==> config.mk <==
export PLATFORM = sky130hd
export DESIGN_NAME = cache_fill_fsm
export DESIGN_NICKNAME = d
export VERILOG_FILES = /design/src/rtl/cache_fill_fsm.sv
export SDC_FILE = /design/constraint.sdc
export NUM_CORES = 1
export LEC_CHECK = 0
export CAP_MARGIN = 20
export CORE_AREA = 2 2 71 73
export DETAILED_ROUTE_END_ITERATION = 10
export DIE_AREA = 0 0 73 75
export PLACE_DENSITY = 0.83
export SYNTH_ARGS = -nofsm -noshare
export SYNTH_HDL_FRONTEND = slang
export SYNTH_SLANG_ARGS = --single-unit
==> constraint.sdc <==
create_clock -name clk -period 3.9 [get_ports clk]
set_input_delay 0.39 -clock clk [delete_from_list [all_inputs] [get_ports clk]]
set_output_delay 0.39 -clock clk [all_outputs]
set_load 0.02 [all_outputs]
==> src/rtl/cache_fill_fsm.sv <==
// Purpose: cache miss handler; streams one block from memory into the data/tag arrays and
//          forwards write-through stores to memory while idle.
// Latency: reads issue from the cycle after the miss is latched; done pulses with the last returned word.
// Backpressure: none toward memory; misses and stores are level requests that the requester holds
//               until they are serviced (miss -> fill starts, store -> store_ack).
// Ports: clk/rst; miss_detected/miss_address (miss request); store_req/store_addr/store_data/store_ack
//        (write-through); mem_* (memory4c interface); write_data_array/fill_word_offset/fill_data,
//        write_tag_array/fill_block_addr (cache array writes); fsm_busy, done (status).
module cache_fill_fsm #(
    parameter int DWIDTH          = 16,
    parameter int AWIDTH          = 16,
    parameter int WORDS_PER_BLOCK = 8,
    localparam int OFFW           = $clog2(WORDS_PER_BLOCK)
) (
    input  logic              clk,
    input  logic              rst,
    input  logic              miss_detected,
    input  logic [AWIDTH-1:0] miss_address,
    input  logic              store_req,
    input  logic [AWIDTH-1:0] store_addr,
    input  logic [DWIDTH-1:0] store_data,
    output logic              store_ack,
    output logic              fsm_busy,
    output logic              mem_enable,
    output logic              mem_wr,
    output logic [AWIDTH-1:0] mem_addr,
    output logic [DWIDTH-1:0] mem_data_in,
    input  logic              mem_data_valid,
    input  logic [DWIDTH-1:0] mem_data_out,
    output logic              write_data_array,
    output logic [OFFW-1:0]   fill_word_offset,
    output logic [DWIDTH-1:0] fill_data,
    output logic              write_tag_array,
    output logic [AWIDTH-1:0] fill_block_addr,
    output logic              done
);

    // Counters carry one extra bit so "all words issued" is representable.
    localparam int CW = OFFW + 1;

    typedef enum logic {IDLE, FILL} state_t;

    state_t            state, state_nx;
    logic [CW-1:0]     issue_cnt, issue_nx;
    logic [CW-1:0]     recv_cnt, recv_nx;
    logic [AWIDTH-1:0] base, base_nx;

    // Byte-select and in-block offset bits are intentionally dropped.
    logic unused_addr_bits;
    assign unused_addr_bits = ^{store_addr[0], miss_address[OFFW:0]};

    always_ff @(posedge clk) begin
        if (rst) begin
            state     <= IDLE;
            issue_cnt <= '0;
            recv_cnt  <= '0;
            base      <= '0;
        end else begin
            state     <= state_nx;
            issue_cnt <= issue_nx;
            recv_cnt  <= recv_nx;
            base      <= base_nx;
        end
    end

    always_comb begin
        state_nx         = state;
        issue_nx         = issue_cnt;
        recv_nx          = recv_cnt;
        base_nx          = base;
        store_ack        = 1'b0;
        fsm_busy         = 1'b0;
        mem_enable       = 1'b0;
        mem_wr           = 1'b0;
        mem_addr         = '0;
        mem_data_in      = '0;
        write_data_array = 1'b0;
        fill_word_offset = '0;
        fill_data        = '0;
        write_tag_array  = 1'b0;
        fill_block_addr  = '0;
        done             = 1'b0;

        // Outputs are forced quiet while reset is held, even though they are combinational.
        if (!rst) begin
            fill_block_addr = base;
            case (state)
                IDLE: begin
                    // Store wins; a simultaneous miss is picked up next cycle since it is held.
                    if (store_req) begin
                        mem_enable  = 1'b1;
                        mem_wr      = 1'b1;
                        mem_addr    = {store_addr[AWIDTH-1:1], 1'b0};
                        mem_data_in = store_data;
                        store_ack   = 1'b1;
                    end else if (miss_detected) begin
                        base_nx  = {miss_address[AWIDTH-1:OFFW+1], {(OFFW+1){1'b0}}};
                        issue_nx = '0;
                        recv_nx  = '0;
                        state_nx = FILL;
                    end
                end
                FILL: begin
                    fsm_busy = 1'b1;
                    if (issue_cnt < CW'(WORDS_PER_BLOCK)) begin
                        mem_enable = 1'b1;
                        // Concatenation keeps the word offset inside the block: no carry into tag bits.
                        mem_addr   = {base[AWIDTH-1:OFFW+1], issue_cnt[OFFW-1:0], 1'b0};
                        issue_nx   = issue_cnt + 1'b1;
                    end
                    if (mem_data_valid) begin
                        write_data_array = 1'b1;
                        fill_word_offset = recv_cnt[OFFW-1:0];
                        fill_data        = mem_data_out;
                        recv_nx          = recv_cnt + 1'b1;
                        if (recv_cnt == CW'(WORDS_PER_BLOCK - 1)) begin
                            write_tag_array = 1'b1;
                            done            = 1'b1;
                            state_nx        = IDLE;
                        end
                    end
                end
                default: state_nx = IDLE;
            endcase
        end
    end

endmodule

==> qor.txt, run 1 <==
WS Path Type - input pin to output pin
Outcome - completed
Final-report hold violation count - 0
Leak Pwr - 1.076 nW
Chip width - 73 um
Ys Warns - 0
Pre-CTS WS - 0.8366 ns
Resize count post-CTS - 0
Clk pwr share - 24.4%
CTS Buffer Depth - 2
MaxCap Viol Count - 0
Syn Area/Cell - 7.521 sq um
PD cells - 208.6 nW/um^2
Port bufs - 132
Largest net degree at the start of global routing - 30
Floorplan row count - 25
Core Area - 4661 sq um
Worst setup margin - 0.8292 ns
Layout area overhead - 96.96%
WP data required - 3.51 ns
GR Layer Usage met1 - 18.04%
Internal power - 0.4101 mW
Top Ports - 143
DR pass1 iterations - 4
DR WL/cell - 13.55 um
Switching power - 0.1647 mW
Total global routing overflow - 0
Peak supply drop - 0.0001898 V
Post-CTS Repair Setup Buffers - 0
Final worst-path cycle share - 78.74%
Post-synthesis sequential area ratio - 30.05%
Die Footprint - 5475 sq um
Sw Ratio - 28.65%
Peak Freq - 0.3256 GHz
Final GP Congestion - 0.7996
GRT met2 Usage - 28.33%
Synth area leader - dfxtp_1
DPL Wire Length - 3.758 mm
Final net count - 377
Area share of the largest cell type after synthesis - 30.05%
Setup TNS - 0 ns
# diodes - 0
Clock buffer count from CTS - 3
Count of final setup violators - 0
Skew-Pair Late Insertion Delay - 0.26 ns
Hold_buf cts - 0
Share of total power in sequential cells - 40.3%
Most Crowded Layer GR - met2
Tightest Pin Transition - 0.7959 ns
Synthesized cell area - 1399 sq um
Post-route ant nets - 0
DR vias - 1716
Post-Route Skew - 0.003483 ns
1st-iter DRT viols - 55
Clock Root Buffer - clkbuf_8
Antenna violations before repair - 0
Worst R2R Path Depth - 3
Total Routed Length - 4.865 mm
Share of cells above drive strength 1 - 3.934%
Comb power frac - 35.3%
Max FO, Critical Path - 16
Slew HR - 46.71%
Flop2flop setup slack - 2.16 ns
Register bit total from synthesis - 21
RSZ-0062 raised after global routing - false
Distinct cells, synth - 32
Worst Path Arrival - 2.68 ns
TritonCTS clock tree - built
Min Tclk post-route - 3.071 ns
Worst min path class - flop to flop
CP startpoint kind - input pin
Max Slew Vio Count - 0
M3 GR Usage - 4.284%
First-pass GRT wire length - 6.817 mm
Synth Instances - 186
Vias in the first global route - 1467
CTS sink count - 21
WHS Path Cells - 2
Remaining DRCs - 0
Clock Pin Slew Worst Setup and Hold Paths - 0.08 ns
Die H - 75 um
Via density - 4.780
Initial Util - 30.01%
Crit. End Element - output pin
Total GRT Usage - 15.54%
H-tree depth - 1
Synth top area cells - dfxtp_1 (30%), a22o_1 (8.8%), and3_1 (8.1%)
[worst max-delay path, cell delays in order]
cell and delay (ns):
clkdlybuf4s50_1 0.56, nand2b_1 0.26, nor2_2 0.61, a22o_1 0.24, clkdlybuf4s50_1 0.60
[power by group through the flow]
stage	logic (mW)	clock network (mW)	registers, mW
global route	0.216	0.154	0.233
finish	0.203	0.140	0.232
detailed placement	0.203	0	0.237
CTS	0.204	0.143	0.232
global placement	0.200	0	0.236
floorplan	0.0947	0	0.232
[metrics by stage]
stage               area (sq um)  std cells  power (mW)  hold slack (ns)  utilization [%]
global placement            2709        355      0.4365           0.4520            58.12
detailed placement          2709        355      0.4401           0.4618            58.12
finish                      2755        359      0.5748           0.4678            59.11
CTS                         2755        359      0.5792           0.4712            59.11
floorplan                   1414        190      0.3269           0.4444                -
global route                2755        359      0.6032           0.4941            59.11
[registers in the layout, summed over array words and instances (netlist names)]
| name | count |
|---|---|
| base | 12 |
| issue_cnt | 4 |
| recv_cnt | 4 |
| state | 1 |
[cell families (layout without fill, tap and decap cells)]
family,after synthesis,in the layout,synth area share [%]
flops,21,21,30.05
xor+xnor,1,1,0.6262
other cells,1,5,0.2681
fa+ha+maj,2,2,1.789
compound gates,38,38,18.43
buf+inv,24,139,8.855
simple gates,98,98,39.18
mux,1,1,0.8050
[final cells by class]
type | instances | area (sq um)
inverters | 1 | 3.754
multi-input cells | 145 | 880.8
repair buffers | 134 | 1336
flip-flops and latches | 21 | 420.4
clock buffers | 3 | 41.29
well taps | 54 | 67.56
clock inverters | 1 | 5.005
fillers | 447 | 1906
[per-layer routing]
metal,wire length (um),vias up
met4,61,0
met3,398,4
met1,1966,770
met2,2439,77
li1,-,865
met5,0,-
[synth_stat cells (all sizes together)]
cell	n
or2	2
a21oi	17
a211oi	1
ha	2
clkbuf	10
nand4b	2
nand3	5
a41oi	1
o31ai	1
nand2	27
nor2b	12
o21ai	1
a31oi	1
dfxtp	21
o21a	2
inv	1
nand2b	3
mux2	1
buf	13
nor2	5
conb	1
and3	18
nand3b	2
xor2	1
and2	17
nor3b	3
or3b	1
or3	1
a22o	14
[cells in the final DEF (no fill, tap or decap), types with 2 or more instances in the layout]
cell,instances
buf_4,2
nor2b_1,12
nand3b_1,2
o21a_1,2
nand2b_1,3
dfxtp_1,21
clkbuf_8,3
clkdlybuf4s50_1,132
and2_1,17
a21oi_1,17
conb_1,5
ha_1,2
nand3_1,5
and3_1,18
nand2_1,27
a22o_1,14
nor2_1,4
or2_2,2
nand4b_1,2
[worst paths after layout]
kind / start / endpoint
worst max-delay path: rst / mem_addr[12]
worst min-delay path: base[13] / base[13]
worst max register to register: state / recv_cnt[3]
worst min register to register: base[13] / base[13]
Power figures use the tool's default switching activity.
==> inputs of run 2 (changes only) <==
--- a/config.mk
+++ b/config.mk
@@ -6,10 +6,10 @@
 export NUM_CORES = 1
 export LEC_CHECK = 0
 export CAP_MARGIN = 20
-export CORE_AREA = 2 2 71 73
+export CORE_AREA = 2 2 73 75
 export DETAILED_ROUTE_END_ITERATION = 10
-export DIE_AREA = 0 0 73 75
-export PLACE_DENSITY = 0.83
+export DIE_AREA = 0 0 75 77
+export PLACE_DENSITY = 0.79
 export SYNTH_ARGS = -nofsm -noshare
 export SYNTH_HDL_FRONTEND = slang
 export SYNTH_SLANG_ARGS = --single-unit
==> constraint.sdc (replaced) <==
create_clock -name clk -period 3.09 [get_ports clk]
set_input_delay 0.309 -clock clk [delete_from_list [all_inputs] [get_ports clk]]
set_output_delay 0.309 -clock clk [all_outputs]
set_load 0.02 [all_outputs]
==> qor.txt, run 2 (synthesized netlist as in run 1, its figures left out) <==
Layout area overhead - 100.4%
Final-report hold violation count - 0 (unchanged)
Antenna violations before repair - 0 (unchanged)
Count of final setup violators - 0 (unchanged)
Port bufs - 132 (unchanged)
Peak Freq - 0.3821 GHz
Critical Path Max Stage Delay - 0.61 ns (about the same)
Chip width - 75 um (+2.7%)
Most flops, register - base
Max FO, Critical Path - 10 (-6)
1st-iter DRT viols - 37 (-33%)
CP delay by family, top - buffers and inverters
Clock Root Buffer - clkbuf_8
Min Tclk post-route - 2.617 ns
Setup TNS - 0 ns (unchanged)
WHS Path Cells - 2 (unchanged)
Core Area - 4977 sq um (+6.8%)
# diodes - 0 (unchanged)
DPL Wire Length - 3.834 mm (+2.0%)
DR vias - 1700 (-0.93%)
Via density - 4.485 (-6.2%)
Vias in the first global route - 1551 (+5.7%)
CP max stage cell - clkdlybuf4s50_1
Total GRT Usage - 15.48% (-0.057 points)
Biggest regs - base x12, issue_cnt x4, recv_cnt x4
Remaining DRCs - 0 (unchanged)
CP startpoint - rst
Min-Delay Endpoint - base[13]
First-pass GRT wire length - 7.327 mm (+7.5%)
Pre-CTS WS - 0.4213 ns (-0.4153 ns)
Max FFs per register - 12 (unchanged)
Final GP Congestion - 0.7259 (-9.2%)
Max Slew Vio Count - 0 (unchanged)
Critical R2R Capture - issue_cnt[3]
Floorplan row count - 26 (+4.0%)
Overall power - 0.7279 mW (+27%)
DR pass1 iterations - 4 (unchanged)
CTS Buffer Depth - 2 (unchanged)
WP buf/inv - 3 (+1)
Worst R2R Path Depth - 4 (+1)
Post-route ant nets - 0 (unchanged)
PD cells - 259.6 nW/um^2 (+24%)
RSZ-0062 raised after global routing - false
Crit. End Element - output pin
Largest net degree at the start of global routing - 34 (+13%)
Post-CTS Repair Setup Buffers - 0 (unchanged)
Reg-to-Reg Start - state
Die Footprint - 5775 sq um (+5.5%)
Share of cells above drive strength 1 - 4.854% (+0.92 points)
Worst Path Arrival - 2.31 ns (-0.37 ns)
Clock buffer count from CTS - 3 (unchanged)
TritonCTS clock tree - built
Hold path startpoint - base[13]
WP data required - 2.78 ns (-0.73 ns)
CTS sink count - 21 (unchanged)
H-tree depth - 1 (unchanged)
Slew HR - 44.08% (-2.6 points)
CP Cell Sequence - clkdlybuf4s50_1 -> nand2b_1 -> nor2_2 -> buf_4 -> a22o_1 -> clkdlybuf4s50_1
CP startpoint kind - input pin
Peak supply drop - 0.0001742 V (-8.2%)
Number of cells after detailed placement - 375 (+5.6%)
Top Ports - 143 (unchanged)
Leak Pwr - 1.094 nW (+1.7%)
Total Routed Length - 4.873 mm (+0.16%)
Most common cell after layout, fill and taps aside - clkdlybuf4s50_1
MaxCap Viol Count - 0 (unchanged)
Worst min path class - flop to flop
Post-Route Skew - 0.005425 ns (+0.001942 ns)
Fin cells - 379 (+5.6%)
CP most frequent cell - clkdlybuf4s50_1
Hold_buf cts - 0 (unchanged)
Final net count - 381 (+1.1%)
Die H - 77 um (+2.7%)
Fill cells - 475 (+6.3%)
Outcome - completed
Skew-Pair Late Insertion Delay - 0.25 ns (about the same)
Commonest cells after routing, fill and taps aside - clkdlybuf4s50_1 (132), nand2_1 (27), dfxtp_1 (21)
Tightest Pin Transition - 0.8352 ns (+0.03932 ns)
DR WL/cell - 12.86 um (-5.1%)
Initial Util - 28.10% (-1.9 points)
Total global routing overflow - 0 (unchanged)
Worst setup margin - 0.4732 ns (-0.3560 ns)
Clock Pin Slew Worst Setup and Hold Paths - 0.07 ns (about the same)
WS Path Type - input pin to output pin
Flop2flop setup slack - 1.50 ns (-0.66 ns)
Resize count post-CTS - 0 (unchanged)
Final worst-path cycle share - 84.69%
-- run 2: cell count changes in the layout (fill, tap and decap cells not counted) --
cell and delta:
buf_4 +4, clkbuf_1 +1, clkinv_2 -1
-- run 2: worst min-delay path, delay by kind of cell (launching register included) --
family / cells / cell delay, ns
AO/OA/AOI/OAI: 1 / 0.05
flip-flops: 1 / 0.32
AND/OR/NAND/NOR: 1 / 0.05
-- run 2: worst max-delay path by stage --
stage                 endpoint  depth (start not counted)
3_5_place_dp      mem_addr[15]                          6
4_1_cts           mem_addr[15]                          6
5_1_grt            mem_addr[5]                          6
2_1_floorplan  mem_data_in[10]                          4
6_report          mem_addr[15]                          6
3_3_place_gp      mem_addr[15]                          6
-- run 2: routing by layer --
layer | wire length, um | up-vias | share of wire, % | GRT usage [%]
met5 | 0 | - | 0 | 0
met4 | 27 | 0 | 0.55 | 2.143
met3 | 367 | 2 | 7.5 | 1.314
met2 | 2547 | 62 | 52 | 29.91
met1 | 1931 | 768 | 40 | 18.14
li1 | - | 868 | - | -
-- run 2: report_power, final --
| part | switching (mW) | internal [mW] |
|---|---|---|
| clock | 0.0842 | 0.0915 |
| sequential | 0.00790 | 0.281 |
| combinational | 0.113 | 0.151 |
| total | 0.205 | 0.523 |
-- run 2: layout make-up --
type                            count  area [sq um]  share of cell area (%)
Multi-Input combinational cell    145         880.8                   31.41
Clock buffer                        4         45.04                   1.606
Tap cell                           70         87.58                   3.124
Sequential cell                    21         420.4                   14.99
Timing Repair Buffer              138          1366                   48.73
Inverter                            1         3.754                  0.1339
-- run 2: stage by stage --
stage / utilization, % / hold WS (ns) / area, sq um
detailed placement: 55.43 / 0.4599 / 2759
global placement: 55.43 / 0.4561 / 2759
floorplan: - / 0.4444 / 1414
finish: 56.33 / 0.4666 / 2804
global route: 56.33 / 0.5034 / 2804
CTS: 56.33 / 0.4715 / 2804
